### src/rtl/axi_burst_read_master.sv
// AXI4 burst read initiator: takes one command, issues a single AR, streams
// the R beats downstream, checks each beat and reports completion status.
module axi_burst_read_master #(
  parameter int AXI_ADDR_WIDTH = 12,
  parameter int AXI_DATA_WIDTH = 64,
  parameter int AXI_ID_WIDTH   = 8
) (
  input  logic                      axi_clk,
  input  logic                      axi_resetn,
  // command port
  input  logic [AXI_ADDR_WIDTH-1:0] cmd_addr,
  input  logic [7:0]                cmd_len,
  input  logic [2:0]                cmd_size,
  input  logic [1:0]                cmd_burst,
  input  logic [AXI_ID_WIDTH-1:0]   cmd_id,
  input  logic                      cmd_valid,
  output logic                      cmd_ready,
  // AR channel
  output logic [AXI_ADDR_WIDTH-1:0] axi_ar_addr,
  output logic [7:0]                axi_ar_len,
  output logic [2:0]                axi_ar_size,
  output logic [1:0]                axi_ar_burst,
  output logic [AXI_ID_WIDTH-1:0]   axi_ar_id,
  output logic                      axi_ar_valid,
  input  logic                      axi_ar_ready,
  // R channel
  input  logic [AXI_DATA_WIDTH-1:0] axi_r_data,
  input  logic [AXI_ID_WIDTH-1:0]   axi_r_id,
  input  logic [1:0]                axi_r_resp,
  input  logic                      axi_r_last,
  input  logic                      axi_r_valid,
  output logic                      axi_r_ready,
  // downstream stream
  output logic [AXI_DATA_WIDTH-1:0] out_data,
  output logic                      out_last,
  output logic                      out_valid,
  input  logic                      out_ready,
  // completion
  output logic                      done_valid,
  output logic                      done_error
);

  // Largest SIZE encoding that fits in one data beat.
  localparam logic [2:0] MAX_SIZE = 3'($clog2(AXI_DATA_WIDTH / 8));

  typedef enum logic [1:0] {IDLE, ADDR, DATA, DONE} state_t;

  state_t                    state_q, state_d;
  logic [AXI_ADDR_WIDTH-1:0] addr_q, addr_d;
  logic [7:0]                len_q, len_d;
  logic [2:0]                size_q, size_d;
  logic [1:0]                burst_q, burst_d;
  logic [AXI_ID_WIDTH-1:0]   id_q, id_d;
  logic [7:0]                cnt_q, cnt_d;
  logic                      err_q, err_d;

  logic beat_done;
  logic beat_err;
  logic final_beat;

  // The AR payload is always the registered command, so it cannot change
  // while axi_ar_valid is waiting for axi_ar_ready.
  assign axi_ar_addr  = addr_q;
  assign axi_ar_len   = len_q;
  assign axi_ar_size  = size_q;
  assign axi_ar_burst = burst_q;
  assign axi_ar_id    = id_q;

  // A beat completes only when the downstream can take it; the counter
  // reaching zero or an R last (even an early one) ends the command.
  assign beat_done  = (state_q == DATA) && axi_r_valid && out_ready;
  assign final_beat = (cnt_q == 8'd0) || axi_r_last;
  assign beat_err   = (axi_r_resp != 2'b00) ||
                      (axi_r_id != id_q) ||
                      (axi_r_last && (cnt_q != 8'd0)) ||
                      (!axi_r_last && (cnt_q == 8'd0));

  // Next-state, datapath updates and Moore/pass-through outputs.
  always_comb begin
    state_d      = state_q;
    addr_d       = addr_q;
    len_d        = len_q;
    size_d       = size_q;
    burst_d      = burst_q;
    id_d         = id_q;
    cnt_d        = cnt_q;
    err_d        = err_q;
    cmd_ready    = 1'b0;
    axi_ar_valid = 1'b0;
    axi_r_ready  = 1'b0;
    out_valid    = 1'b0;
    out_data     = '0;
    out_last     = 1'b0;
    done_valid   = 1'b0;
    done_error   = 1'b0;

    case (state_q)
      IDLE: begin
        cmd_ready = 1'b1;
        if (cmd_valid) begin
          addr_d  = cmd_addr;
          len_d   = cmd_len;
          size_d  = cmd_size;
          burst_d = cmd_burst;
          id_d    = cmd_id;
          cnt_d   = cmd_len;
          err_d   = 1'b0;
          state_d = ADDR;
        end
      end
      ADDR: begin
        axi_ar_valid = 1'b1;
        // Oversized beats are flagged but the AR still goes out as given.
        if (size_q > MAX_SIZE) begin
          err_d = 1'b1;
        end
        if (axi_ar_ready) begin
          state_d = DATA;
        end
      end
      DATA: begin
        axi_r_ready = out_ready;
        out_valid   = axi_r_valid;
        out_data    = axi_r_data;
        out_last    = final_beat;
        if (beat_done) begin
          if (beat_err) begin
            err_d = 1'b1;
          end
          if (final_beat) begin
            state_d = DONE;
          end else begin
            cnt_d = cnt_q - 8'd1;
          end
        end
      end
      DONE: begin
        done_valid = 1'b1;
        done_error = err_q;
        state_d    = IDLE;
      end
      default: begin
        state_d = IDLE;
      end
    endcase
  end

  // State and command registers; reset abandons any in-flight transfer.
  always_ff @(posedge axi_clk or negedge axi_resetn) begin
    if (!axi_resetn) begin
      state_q <= IDLE;
      addr_q  <= '0;
      len_q   <= '0;
      size_q  <= '0;
      burst_q <= '0;
      id_q    <= '0;
      cnt_q   <= '0;
      err_q   <= 1'b0;
    end else begin
      state_q <= state_d;
      addr_q  <= addr_d;
      len_q   <= len_d;
      size_q  <= size_d;
      burst_q <= burst_d;
      id_q    <= id_d;
      cnt_q   <= cnt_d;
      err_q   <= err_d;
    end
  end

endmodule

### config.mk
export PLATFORM = sky130hd
export DESIGN_NAME = axi_burst_read_master
export DESIGN_NICKNAME = d
export VERILOG_FILES = /design/src/rtl/axi_burst_read_master.sv
export SDC_FILE = /design/constraint.sdc
export NUM_CORES = 1
export LEC_CHECK = 0
export CAP_MARGIN = 20
export CELL_PAD_IN_SITES_DETAIL_PLACEMENT = 0
export CELL_PAD_IN_SITES_GLOBAL_PLACEMENT = 1
export CORE_MARGIN = 2
export CORE_UTILIZATION = 22
export CTS_CLUSTER_DIAMETER = 60
export DETAILED_ROUTE_END_ITERATION = 8
export GPL_TIMING_DRIVEN = 0
export PLACE_DENSITY_LB_ADDON = 0.1
export SLEW_MARGIN = 0
export SYNTH_ARGS = -nofsm -noshare
export SYNTH_HDL_FRONTEND = slang
export SYNTH_SLANG_ARGS = --single-unit
### constraint.sdc
create_clock -name axi_clk -period 2.5 [get_ports axi_clk]
set_input_delay 0.5 -clock axi_clk [delete_from_list [all_inputs] [get_ports axi_clk]]
set_output_delay 0.5 -clock axi_clk [all_outputs]
set_load 0.02 [all_outputs]
==> results.yml <==
status:
  status: "completed"
timing:
  fmax_mhz: 418
  clock_skew_ns: 0.00313
  rsz0062_at_grt: "yes"
  hold_violations: 0
  period_needed_ns: 2.39
  fin_crit_sh: 0.956
  slew-limit-headroom: 0.609
  finalSetupViolations: 0
  whs_ns: 0.0727
  drv_slew: 0
  worst_pin_slew_ns: 0.586
floorplanning:
  rows: 39
  ios: 218
  die_area_um2: 12600
  fp.dieH_um: 112
  core-area_um2: 11400
  start_util: 0.226
  fp.dieW_um: 112
critical_path:
  cp_cell_sequence: "inv_2 -> ha_1 -> buf_4 -> clkbuf_8 -> buf_2 -> and2_1 -> clkdlybuf4s15_2"
  endpoint_kind: "primary output"
  max_stage_delay_ns: 0.41
  critPathRequiredTime_ns: 2.00
  worstPathArrival_ns: 1.89
  worstPathMaxFanout: 10
  crit_slowest_cell: "dfrtp_1"
  path_class: "register to primary output"
  worstSetupStartpointType: "register"
clock_network:
  cts_inserted_buffers: 5
  cts.path.max_buffers: 2
  clk_latency_ns: 0.28
  cts_tree: "built"
  h-tree-depth: 2
  clk_pin_slew_worst_paths_ns: 0.06
  clock-sinks: 44
  cts-root-buf: "clkbuf_16"
detailed_routing:
  wirelength_um: 9460
  vias_per_cell: 4.20
  drtIter0Drc: 105
  ant_nets: 0
  drt_pass1_iterations: 4
  wl_per_cell_um: 15.3
  remaining_drc_errors: 0
  route.vias.total: 2594
finish:
  final_cell_mix: "149 x clkdlybuf4s50_1, 68 x and2_1, 44 x dfrtp_1"
  multi_input_area_um2: 1400
  layout_commonest_cell: "clkdlybuf4s50_1"
  drive_above_1_share: 0.263
  area_delta_synth_final_pct: 96.2
  antenna_cells: 0
  finalInstanceArea_um2: 5060
  seqCellArea_um2: 1100
  nNetsFinal: 595
  nFillCells: 1102
global_routing:
  grt_pass1_wl_um: 14700
  antenna_found_initial: 0
  grt_pass1_vias: 2657
  grt_usage: 0.147
  grt_max_degree: 37
  overflow: 0
yosys:
  synth_cell_type_count: 38
  ys_seq_area_frac: 0.427
  netlist_area_um2: 2580
  ys.flop_type: "dfrtp_1"
  synth_enable_flop_cells: 0
  synth_async_sr_flop_share: 1.00
  avgSynthCellArea_um2: 10.4
  synth_cells: 247
  syn_nets: 368
  synth_seq_cells: 44
  yosys_warnings: 0
power:
  clkPwrFrac: 0.119
  cellPowerDensity_nw_per_um2: 1100
  power.internal_w: 0.00323
  power_frac_seq: 0.240
  finalPower_w: 0.00555
  combPwrFrac: 0.641
  vdd_drop_max_v: 0.000774
  p_switching_w: 0.00232
  switching_share: 0.418
  p_leak_nw: 2.14
place:
  postPlaceCellArea_um2: 4940
  portBuffers: 217
  dp_hpwl_um: 7600
  finalWeightedCongestion: 0.813
flow_run:
  maxCapViolCount: 0
worst_hold_path:
  hold_class: "primary input to asynchronous set/reset pin"
## Yosys cell counts, types with 2 or more instances
library cell  instances  share of area
a21oi_1               5         0.0097
a311oi_1              2         0.0068
and2_1               68           0.17
clkbuf_1             11          0.016
dfrtp_1              44           0.43
ha_1                  7          0.034
inv_1                 7          0.010
mux2_2               34           0.15
nand2_1               7          0.010
nand2b_1              3         0.0073
nand4_1               4         0.0097
nor2_1                9          0.013
nor2b_1               2         0.0049
nor3_1                7          0.014
nor4_1                2         0.0049
o211ai_1              3         0.0087
o21ai_0               4         0.0078
xor2_1                8          0.027
## timing repair
action                     CTS  global route
setup endpoints to repair   67            60
buffers inserted             0             2
hold buffers                 0             0
pin swaps                    0             0
resized for setup          178            33
## worst max-delay path: cells and delay by family, from the launching register on
kind,cells,cell delay (ns)
simple gates,1,0.15
flops,1,0.41
buf+inv,5,0.90
fa+ha+maj,1,0.15
## power groups by stage
| stage | clock (W) | combinational (W) | sequential, W |
|---|---|---|---|
| final | 0.000659 | 0.00356 | 0.00133 |
| after floorplan | 0 | 0.00164 | 0.00165 |
| after global routing | 0.000718 | 0.00383 | 0.00139 |
| after detailed placement | 0 | 0.00370 | 0.00134 |
| after global placement | 0 | 0.00368 | 0.00133 |
| after CTS | 0.000694 | 0.00363 | 0.00134 |
## routing by layer
layer	part of all wire	GRT usage	vias up	routed length, um
met4	0.014	0.0455	0	132
met3	0.091	0.0459	8	856
met1	0.41	0.174	1170	3890
li1	-	-	1282	-
met5	0	0	-	0
met2	0.48	0.255	134	4580
## through the flow
| step | instances | worst slack, ns | utilization | setup TNS [ns] |
|---|---|---|---|---|
| 6_report | 618 | 0.110 | 0.443 | 0 |
| 5_1_grt | 618 | -0.0203 | 0.443 | -0.102 |
| 4_1_cts | 616 | 0.000203 | 0.451 | 0 |
| 3_5_place_dp | 608 | -0.546 | 0.433 | -30.53 |
| 3_3_place_gp | 607 | -0.519 | 0.432 | -47.18 |
| 2_1_floorplan | 247 | 0.477 | - | 0 |
## flip-flops by register name, summed over array words and instances (netlist names)
name and cells:
axi_ar_addr 12, axi_ar_burst 2, axi_ar_id 8, axi_ar_len 8
axi_ar_size 3, cnt_q 8, err_q 1, state_q 2
## cell type report
| type | instances | area share |
|---|---|---|
| flip-flops and latches | 44 | 0.218 |
| plain buffers | 12 | 0.0148 |
| repair buffers | 220 | 0.420 |
| multi-input cells | 183 | 0.277 |
| well taps | 143 | 0.0354 |
| clock buffers | 8 | 0.0290 |
| inverters | 8 | 0.00594 |
## logic make-up (layout without fill, tap and decap cells)
| group | after synthesis | in the layout | share of synthesized area |
|---|---|---|---|
| DFF | 44 | 44 | 0.427 |
| xor gates and xnor gates | 9 | 9 | 0.0335 |
| AOI/OAI and AO/OA | 21 | 21 | 0.0587 |
| adders and majority gates | 7 | 7 | 0.0340 |
| muxes | 36 | 36 | 0.157 |
| buffers and inverters | 20 | 248 | 0.0296 |
| and+or+nand+nor | 110 | 110 | 0.260 |
## worst paths after layout
path                                                    to  depth (start not counted)                   start  slack (ns)
worst max-delay path                           out_data[9]                          7  state_q[0]$_DFFE_PN0P_        0.11
worst min-delay path            axi_ar_addr[0]$_DFFE_PN0P_                          1              axi_resetn        0.07
worst max register to register  axi_ar_size[2]$_DFFE_PN0P_                          5  state_q[1]$_DFFE_PN0P_        0.36
worst min register to register           err_q$_DFFE_PN0P_                          1       err_q$_DFFE_PN0P_        0.49
max in group asynchronous       axi_ar_size[2]$_DFFE_PN0P_                          2              axi_resetn        1.95
min in group axi_clk                     err_q$_DFFE_PN0P_                          1       err_q$_DFFE_PN0P_        0.49
(Power assumes the default switching activity.)
